File: config.mk
export PLATFORM = sky130hd
export DESIGN_NAME = hazard_scoreboard
export DESIGN_NICKNAME = d
export VERILOG_FILES = /design/src/rtl/hazard_scoreboard.sv
export SDC_FILE = /design/constraint.sdc
export NUM_CORES = 1
export LEC_CHECK = 0
export BUFFER_PORTS_ARGS = -buffer_cell sky130_fd_sc_hd__buf_2
export CORE_ASPECT_RATIO = 0.7
export CORE_UTILIZATION = 44
export CTS_BUF_LIST = sky130_fd_sc_hd__clkbuf_8
export DETAILED_ROUTE_END_ITERATION = 8
export PLACE_DENSITY_LB_ADDON = 0.25
export SETUP_SLACK_MARGIN = 0.2
export SLEW_MARGIN = 5
export SYNTH_ARGS = -nofsm -noshare
export SYNTH_HDL_FRONTEND = slang
export SYNTH_SLANG_ARGS = --single-unit
File: constraint.sdc
create_clock -name clk -period 7.4 [get_ports clk]
set_input_delay 1.48 -clock clk [delete_from_list [all_inputs] [get_ports clk]]
set_output_delay 1.48 -clock clk [all_outputs]
set_load 0.02 [all_outputs]
File: src/rtl/hazard_scoreboard.sv
// hazard_scoreboard
// ID-stage hazard controller for the 5-stage MIPS pipeline. A per-register
// countdown scoreboard detects RAW hazards for any forwarding depth, a flush
// counter stretches the IF/ID squash after taken branches, a two-state miss
// FSM freezes the pipe during cache fills (with a sticky timeout flag), and a
// saturating counter accumulates lost cycles. Hazard outputs are combinational
// so they act in the same cycle the hazard is visible in ID.
module hazard_scoreboard #(
    parameter int NREG         = 32,
    parameter int RW           = 5,
    parameter int ALU_WAIT     = 0,
    parameter int LOAD_WAIT    = 1,
    parameter int FLUSH_CYCLES = 1,
    parameter int MISS_TIMEOUT = 255
) (
    input  logic          clk,
    input  logic          rst_n,
    input  logic          id_valid,
    input  logic [RW-1:0] id_rs,
    input  logic [RW-1:0] id_rt,
    input  logic          id_use_rs,
    input  logic          id_use_rt,
    input  logic [RW-1:0] id_rd,
    input  logic          id_regwen,
    input  logic          id_memread,
    input  logic          br_taken,
    input  logic          mem_miss,
    input  logic          mem_ack,
    output logic          stall,
    output logic          flush_if,
    output logic          freeze,
    output logic [1:0]    haz_type,
    output logic          miss_err,
    output logic [31:0]   stall_cycles
);

    // Counter widths: each must hold its largest load value, and never be 0 bits.
    localparam int MAX_WAIT = (ALU_WAIT > LOAD_WAIT) ? ALU_WAIT : LOAD_WAIT;
    localparam int CW       = (MAX_WAIT < 1) ? 1 : $clog2(MAX_WAIT + 1);
    localparam int FW       = (FLUSH_CYCLES < 2) ? 1 : $clog2(FLUSH_CYCLES);
    localparam int TW       = (MISS_TIMEOUT < 1) ? 1 : $clog2(MISS_TIMEOUT + 1);

    localparam logic [CW-1:0] ALU_LOAD   = CW'(ALU_WAIT);
    localparam logic [CW-1:0] LOAD_LOAD  = CW'(LOAD_WAIT);
    localparam logic [FW-1:0] FLUSH_LOAD = FW'(FLUSH_CYCLES - 1);
    localparam logic [TW-1:0] TIMEOUT_V  = TW'(MISS_TIMEOUT);
    localparam logic [TW-1:0] TIMEOUT_M1 = TW'(MISS_TIMEOUT - 1);

    typedef enum logic [0:0] {
        MS_IDLE = 1'b0,
        MS_MISS = 1'b1
    } miss_state_t;

    // Scoreboard state: entry 0 exists only to keep indexing simple; it stays 0.
    logic [CW-1:0] cnt_q [NREG];
    logic [CW-1:0] cnt_d [NREG];

    logic [FW-1:0] fcnt_q, fcnt_d;
    miss_state_t   state_q, state_d;
    logic [TW-1:0] timer_q, timer_d;
    logic          miss_err_q, miss_err_d;
    logic [31:0]   stall_cycles_q, stall_cycles_d;

    // Ungated hazard terms; outputs below additionally force 0 while in reset.
    logic          rs_busy, rt_busy, raw_stall;
    logic          freeze_c, flush_c, stall_c;
    logic          issue;
    logic [CW-1:0] load_val;

    // Look up the scoreboard for both ID sources; $0 is skipped by the loop bounds.
    always_comb begin
        rs_busy = 1'b0;
        rt_busy = 1'b0;
        for (int i = 1; i < NREG; i++) begin
            if ((id_rs == RW'(i)) && (cnt_q[i] != '0)) rs_busy = 1'b1;
            if ((id_rt == RW'(i)) && (cnt_q[i] != '0)) rt_busy = 1'b1;
        end
        raw_stall = id_valid & ((id_use_rs & rs_busy) | (id_use_rt & rt_busy));
    end

    // Resolve priority freeze > flush > stall and decide whether ID issues.
    always_comb begin
        freeze_c = mem_miss | (state_q == MS_MISS);
        flush_c  = br_taken | (fcnt_q != '0);
        stall_c  = raw_stall & ~freeze_c & ~flush_c;
        issue    = id_valid & id_regwen & (id_rd != '0) & ~stall_c & ~freeze_c;
        load_val = id_memread ? LOAD_LOAD : ALU_LOAD;
    end

    // Scoreboard next state: count down unless frozen; an issue load wins over the decrement.
    always_comb begin
        cnt_d[0] = '0;
        for (int i = 1; i < NREG; i++) begin
            cnt_d[i] = cnt_q[i];
            if (!freeze_c && (cnt_q[i] != '0)) cnt_d[i] = cnt_q[i] - CW'(1);
            if (issue && (id_rd == RW'(i)))    cnt_d[i] = load_val;
        end
    end

    // Scoreboard registers.
    always_ff @(posedge clk or negedge rst_n) begin
        if (!rst_n) begin
            for (int i = 0; i < NREG; i++) cnt_q[i] <= '0;
        end else begin
            cnt_q <= cnt_d;
        end
    end

    // Flush counter next state: every taken branch restarts the window; holds while frozen.
    always_comb begin
        fcnt_d = fcnt_q;
        if (br_taken) begin
            fcnt_d = FLUSH_LOAD;
        end else if ((fcnt_q != '0) && !freeze_c) begin
            fcnt_d = fcnt_q - FW'(1);
        end
    end

    // Flush counter register.
    always_ff @(posedge clk or negedge rst_n) begin
        if (!rst_n) fcnt_q <= '0;
        else        fcnt_q <= fcnt_d;
    end

    // Miss FSM next state: timer runs only while a fill is outstanding, error is sticky.
    always_comb begin
        state_d    = state_q;
        timer_d    = timer_q;
        miss_err_d = miss_err_q;
        case (state_q)
            MS_IDLE: begin
                timer_d = '0;
                if (mem_miss) state_d = MS_MISS;
            end
            MS_MISS: begin
                if (timer_q != TIMEOUT_V) timer_d = timer_q + TW'(1);
                if (timer_q >= TIMEOUT_M1) miss_err_d = 1'b1;
                if (mem_ack) begin
                    state_d = MS_IDLE;
                    timer_d = '0;
                end
            end
            default: begin
                state_d = MS_IDLE;
                timer_d = '0;
            end
        endcase
    end

    // Miss FSM registers: state, timeout timer and the registered error flag.
    always_ff @(posedge clk or negedge rst_n) begin
        if (!rst_n) begin
            state_q    <= MS_IDLE;
            timer_q    <= '0;
            miss_err_q <= 1'b0;
        end else begin
            state_q    <= state_d;
            timer_q    <= timer_d;
            miss_err_q <= miss_err_d;
        end
    end

    // Lost-cycle counter next state, saturating at all ones.
    always_comb begin
        stall_cycles_d = stall_cycles_q;
        if ((stall_c | freeze_c) && (stall_cycles_q != '1)) begin
            stall_cycles_d = stall_cycles_q + 32'd1;
        end
    end

    // Lost-cycle counter register.
    always_ff @(posedge clk or negedge rst_n) begin
        if (!rst_n) stall_cycles_q <= '0;
        else        stall_cycles_q <= stall_cycles_d;
    end

    // Outputs: hazard enables are held low while reset is asserted.
    assign freeze       = rst_n & freeze_c;
    assign flush_if     = rst_n & flush_c;
    assign stall        = rst_n & stall_c;
    assign miss_err     = miss_err_q;
    assign stall_cycles = stall_cycles_q;

    // Two-bit hazard type reported to the existing pipeline.
    always_comb begin
        if (freeze)        haz_type = 2'b11;
        else if (flush_if) haz_type = 2'b10;
        else if (stall)    haz_type = 2'b01;
        else               haz_type = 2'b00;
    end

endmodule

==> reports/summary.txt, run 1 <==
status - finished with violations
failing checks - design-rule violations
total wire length - 10200 um
grt peak-use layer - met1
crit-path cells - buf_2 -> nand2b_1 -> o32ai_1 -> a2111oi_2 -> a31oi_1 -> a211oi_2 -> nor2b_1 -> o21a_1 -> buf_2
top_reg_cell synth - dfrtp_1
Startpoint Class - input port
synthesized instance count - 413
unrepaired setup endpoints after global routing - false
critical path fanouts, max - 18
grt met2 use - 29.5%
slowest CP cell - nor2b_1
FFs w/ async S/R, synth - 100%
leading area contributor after synthesis - dfrtp_1
Starting Density - 45.3%
Final Hold Vio Count - 0
total number of vias - 3430
CP dominant cell by count - buf_2
synth top area cells - dfrtp_1 (45%), xnor2_1 (6.8%), nand2_1 (3.2%)
Yosys top cell area share - 45.1%
Clock Tree Buf Depth - 2
Rows - 29
Seq cells post-synth - 74
pwr dens - 204 mW/mm^2
max frequency - 0.186 GHz
Setup crit end kind - output port
post-CTS resize count - 0
first-pass GRT wire length - 16700 um
Clk pin slew, worst setup/hold paths - 0.07 ns
leading cell types in the layout, fill and taps excluded - dfrtp_1 (74), buf_2 (61), nand2_1 (35)
crit path time final - 5.38 ns
Core Box Area - 0.00907 mm^2
chip height - 82.8 um
latest clock arrival within the worst-skew pair - 0.36 ns
Post-DRT Antenna Nets - 0
Distinct cells, synth - 60
Ys Warns - 0
initial detailed-routing violation count - 315
Layout area overhead - 14.3%
Slew headroom - 33.3%
vias in the first global route - 3092
Slew Limit Fails - 0
DR vias/cell - 5.77
DIE WIDTH - 117 um
Top delay family on crit path - compound AO/OA/AOI/OAI gates
sequential element share of the synthesized area - 45.1%
Final setup violation count - 0
largest net degree at the start of global routing - 57
met1 Use GR - 34.1%
hold_buf cts - 0
CTS tree - yes
Post-Syn Area per Cell - 9.94 um^2
post-DR wirelength/cell - 17.1 um
DR pass1 iterations - 7
Max Cap Viol - 0
WP data arrival - 3.90 ns
dpl hpwl - 7440 um
share of cells above drive strength 1 - 19.4%
Synthesized Nets - 441
I/O Pins - 63
flop2flop setup slack - 4.28 ns
Slew @ Worst Pin - 0.999 ns
worst hold path class - reg2reg
H-tree levels - 3
leakage power - 2.05 nW
Synth Cell Area - 0.00411 mm^2
CTS buffer count - 9
post-route setup slack - 2.02 ns
met3 GRT Util - 5.91%
antenna violations before repair - 2
number of port buffers - 62
final setup TNS - 0 ns
most common cell after layout, fill and taps aside - dfrtp_1
die area - 0.00973 mm^2
grt total ovfl - 0
Post-synth EDFFs - 0
CP max stage delay - 0.76 ns
critical path class - in2out
skew final - 0.00795 ns
Sink Count - 74
Post-CTS Repair Setup Buffers - 0
worst slack, placed - 2.06 ns
Tot GR Track Use - 21.9%
Final #Nets - 492
Max IR drop VDD - 0.205 mV
Critical path buffers and inverters - 2
crit share post-route - 72.7%
gpl congestion - 0.862
Required @ worst endpoint - 5.92 ns
detailed-route DRC error count - 2
CTS root buf - clkbuf_8
[synthesized netlist by cell type (all sizes together), types with 9 or more instances]
library cell and n:
dfrtp 74, o21ai 20, xnor2 32, nor2 23
nand4b 10, nor2b 13, mux2i 12, nand3 18
nand4 20, nand3b 10, nand2 35, clkbuf 10
and3 15, a21oi 9, buf 13, nand2b 10
[cell type report]
type / count / area, um^2
inverters: 7 / 26.3
multi-input cells: 309 / 2110
clock buffers: 13 / 179
fillers: 858 / 4380
flip-flops and latches: 74 / 1850
well taps: 124 / 155
clock inverters: 3 / 43.8
repair buffers: 63 / 320
diodes: 1 / 2.50
[stage by stage]
stage          std cells  power, W  hold slack [ns]  cell area, um^2  utilization (%)
6_report             594  0.000955            0.481             4690             51.7
5_1_grt              594   0.00100            0.516             4690             51.7
4_1_cts              593  0.000967            0.490             4690             51.7
3_5_place_dp         577  0.000621            0.457             4470             49.2
3_3_place_gp         577  0.000616            0.444             4470             49.2
2_1_floorplan        413  0.000562            0.463             4110                -
[final timing paths]
kind / to / from / cells after the start
worst max-delay path: haz_type[0] / id_rs[3] / 9
worst min-delay path: miss_err$_DFFE_PN0P_ / miss_err$_DFFE_PN0P_ / 1
worst max register to register: stall_cycles[1]$_DFFE_PN0P_ / stall_cycles[0]$_DFFE_PN0P_ / 7
worst min register to register: miss_err$_DFFE_PN0P_ / miss_err$_DFFE_PN0P_ / 1
max in group asynchronous: timer_q[4]$_DFFE_PN0P_ / rst_n / 2
min in group asynchronous: stall_cycles[29]$_DFFE_PN0P_ / rst_n / 1
[registers in the layout, summed over array words and instances, names as in the netlist]
register and count:
fcnt_q 1, cnt_q 31, stall_cycles 32, miss_err 1
timer_q 8, state_q 1
[layer usage]
metal,wire (um),vias up,share of wire [%]
met2,4270,119,42
met1,5040,1671,50
met3,747,14,7.4
met5,0,-,0
li1,-,1626,-
met4,110,0,1.1
[report_power, final]
part           internal, W  switching, W  total (W)
combinational    0.0000557     0.0000984   0.000154
clock             0.000193      0.000150   0.000343
sequential        0.000427     0.0000313   0.000458
total             0.000676      0.000279   0.000955
[kinds of logic after synthesis]
family,count (synthesis),synth area share (%)
buffers and inverters,30,3.44
XOR/XNOR,35,7.47
flip-flops,74,45.1
multiplexers,16,4.30
AO/OA/AOI/OAI,78,13.7
AND/OR/NAND/NOR,177,25.1
adder cells (fa/ha/maj),3,0.914
No activity file was read; power rests on OpenSTA's default activity.
==> run 2, diff against run 1 <==
==> constraint.sdc (replaced) <==
create_clock -name clk -period 4.7 [get_ports clk]
set_input_delay 0.94 -clock clk [delete_from_list [all_inputs] [get_ports clk]]
set_output_delay 0.94 -clock clk [all_outputs]
set_load 0.02 [all_outputs]
==> run 2 against run 1 <==
The run now ends clean. Non-clock buffer count is 2 higher. Largest power group unchanged. Sequential power is 58% higher. Largest cell class unchanged. Critical path type unchanged. Flip-flop and latch count stayed put. Wire length is 0.21% higher.
==> reports/summary.txt, run 2 (synthesis results as in run 1) <==
dpl hpwl - 7450 um
unrepaired setup endpoints after global routing - false
Required @ worst endpoint - 3.76 ns
Core Box Area - 0.00907 mm^2
Max Cap Viol - 0
critical path class - in2out
total wire length - 10200 um
post-route setup slack - 0.427 ns
share of cells above drive strength 1 - 18.9%
grt met2 use - 30.1%
Startpoint Class - input port
hold_buf cts - 0
worst hold path class - reg2reg
chip height - 82.8 um
most common cell after layout, fill and taps aside - dfrtp_1
Clock Tree Buf Depth - 2
final setup TNS - 0 ns
Post-DRT Antenna Nets - 0
WP data arrival - 3.33 ns
Largest register FFs - 32
Worst Setup SP - id_rt[2]
latest clock arrival within the worst-skew pair - 0.35 ns
Tot GR Track Use - 22.0%
CP max stage delay - 0.79 ns
Slew @ Worst Pin - 1.01 ns
skew final - 0.00452 ns
crit-path cells - buf_2 -> nor2b_1 -> a21oi_1 -> o22a_1 -> o221ai_1 -> a211oi_2 -> nor2b_1 -> and2_1 -> buf_2
Layout area overhead - 13.0%
Rows - 29
DIE WIDTH - 117 um
total power - 0.00137 W
crit share post-route - 90.9%
post-CTS resize count - 0
reg2reg path depth - 8
Sink Count - 74
detailed-route DRC error count - 0
CTS tree - yes
Crit path depth - 9
leakage power - 2.04 nW
slowest CP cell - nor2b_1
Max IR drop VDD - 0.277 mV
grt peak-use layer - met1
Final setup violation count - 0
pwr dens - 296 mW/mm^2
Setup crit end kind - output port
Critical path buffers and inverters - 2
max frequency - 0.234 GHz
initial detailed-routing violation count - 333
first-pass GRT wire length - 16700 um
RR Startpoint - stall_cycles[0]$_DFFE_PN0P_
antenna violations before repair - 2
status - complete, no violations
Multi-input gate area - 0.00211 mm^2
CTS root buf - clkbuf_8
crit path time final - 4.27 ns
die area - 0.00973 mm^2
critical path fanouts, max - 15
H-tree levels - 3
Starting Density - 45.3%
Fill cells - 872
Hold Crit Start - miss_err$_DFFE_PN0P_
total number of vias - 3450
Post-CTS Repair Setup Buffers - 0
DR pass1 iterations - 5
Slew Limit Fails - 0
vias in the first global route - 3222
Top delay family on crit path - simple AND/OR/NAND/NOR gates
gpl congestion - 0.887
largest net degree at the start of global routing - 55
Reg area - 0.00185 mm^2
met1 Use GR - 33.6%
CTS buffer count - 9
hold path depth - 1
I/O Pins - 63
Clk pin slew, worst setup/hold paths - 0.07 ns
grt total ovfl - 0
met3 GRT Util - 6.25%
worst hold slack - 0.481 ns
Final #Nets - 494
Final Hold Vio Count - 0
post-DR wirelength/cell - 17.1 um
number of port buffers - 62
DR vias/cell - 5.79
Slew headroom - 32.8%
worst slack, placed - 0.454 ns
leading cell types in the layout, fill and taps excluded - dfrtp_1 (74), buf_2 (61), nand2_1 (35)
==> run 2: changes by cell type in the layout (fill, tap and decap cells not counted), sizes merged <==
| cell | previous run | this run |
|---|---|---|
| clkinvlp | 0 | 1 |
| clkinv | 1 | 2 |
| diode | 1 | 2 |
| clkbuf | 13 | 9 |
| buf | 63 | 65 |
| inv | 8 | 10 |
| bufinv | 1 | 0 |
==> run 2: area by class of cell <==
| class | count | share of cell area (%) |
|---|---|---|
| multi-input cells | 309 | 45.6 |
| clock inverters | 6 | 0.620 |
| diodes | 2 | 0.108 |
| inverters | 7 | 0.566 |
| well taps | 124 | 3.34 |
| flip-flops and latches | 74 | 39.9 |
| clock buffers | 9 | 2.67 |
| repair buffers | 65 | 7.23 |
==> run 2: power by group <==
part | total [W] | internal (W) | switching (W)
Combinational | 0.000244 | 0.0000886 | 0.000155
Sequential | 0.000724 | 0.000673 | 0.0000516
Clock | 0.000405 | 0.000181 | 0.000224
==> run 2: path summary, 6_finish.rpt <==
kind                                           endpoint  slack [ns]
min reg2reg                        miss_err$_DFFE_PN0P_        0.48
max in group asynchronous        timer_q[2]$_DFFE_PN0P_        3.27
min                                miss_err$_DFFE_PN0P_        0.48
min in group asynchronous  stall_cycles[31]$_DFFE_PN0P_        0.61
max reg2reg                 stall_cycles[1]$_DFFE_PN0P_        1.72
max                                               stall        0.43
==> run 2: stage by stage <==
stage / cell area (um^2) / utilization (%) / std cells
floorplan: 4110 / - / 413
global placement: 4480 / 49.4 / 579
detailed placement: 4480 / 49.4 / 579
CTS: 4630 / 51.1 / 594
global route: 4640 / 51.1 / 595
finish: 4640 / 51.1 / 596
==> run 2: metal layers <==
metal  share of wire (%)  up-vias
li1                    -     1628
met1                  49     1693
met2                  42      119
met3                 8.0       10
met4                 1.0        0
met5                   0        -
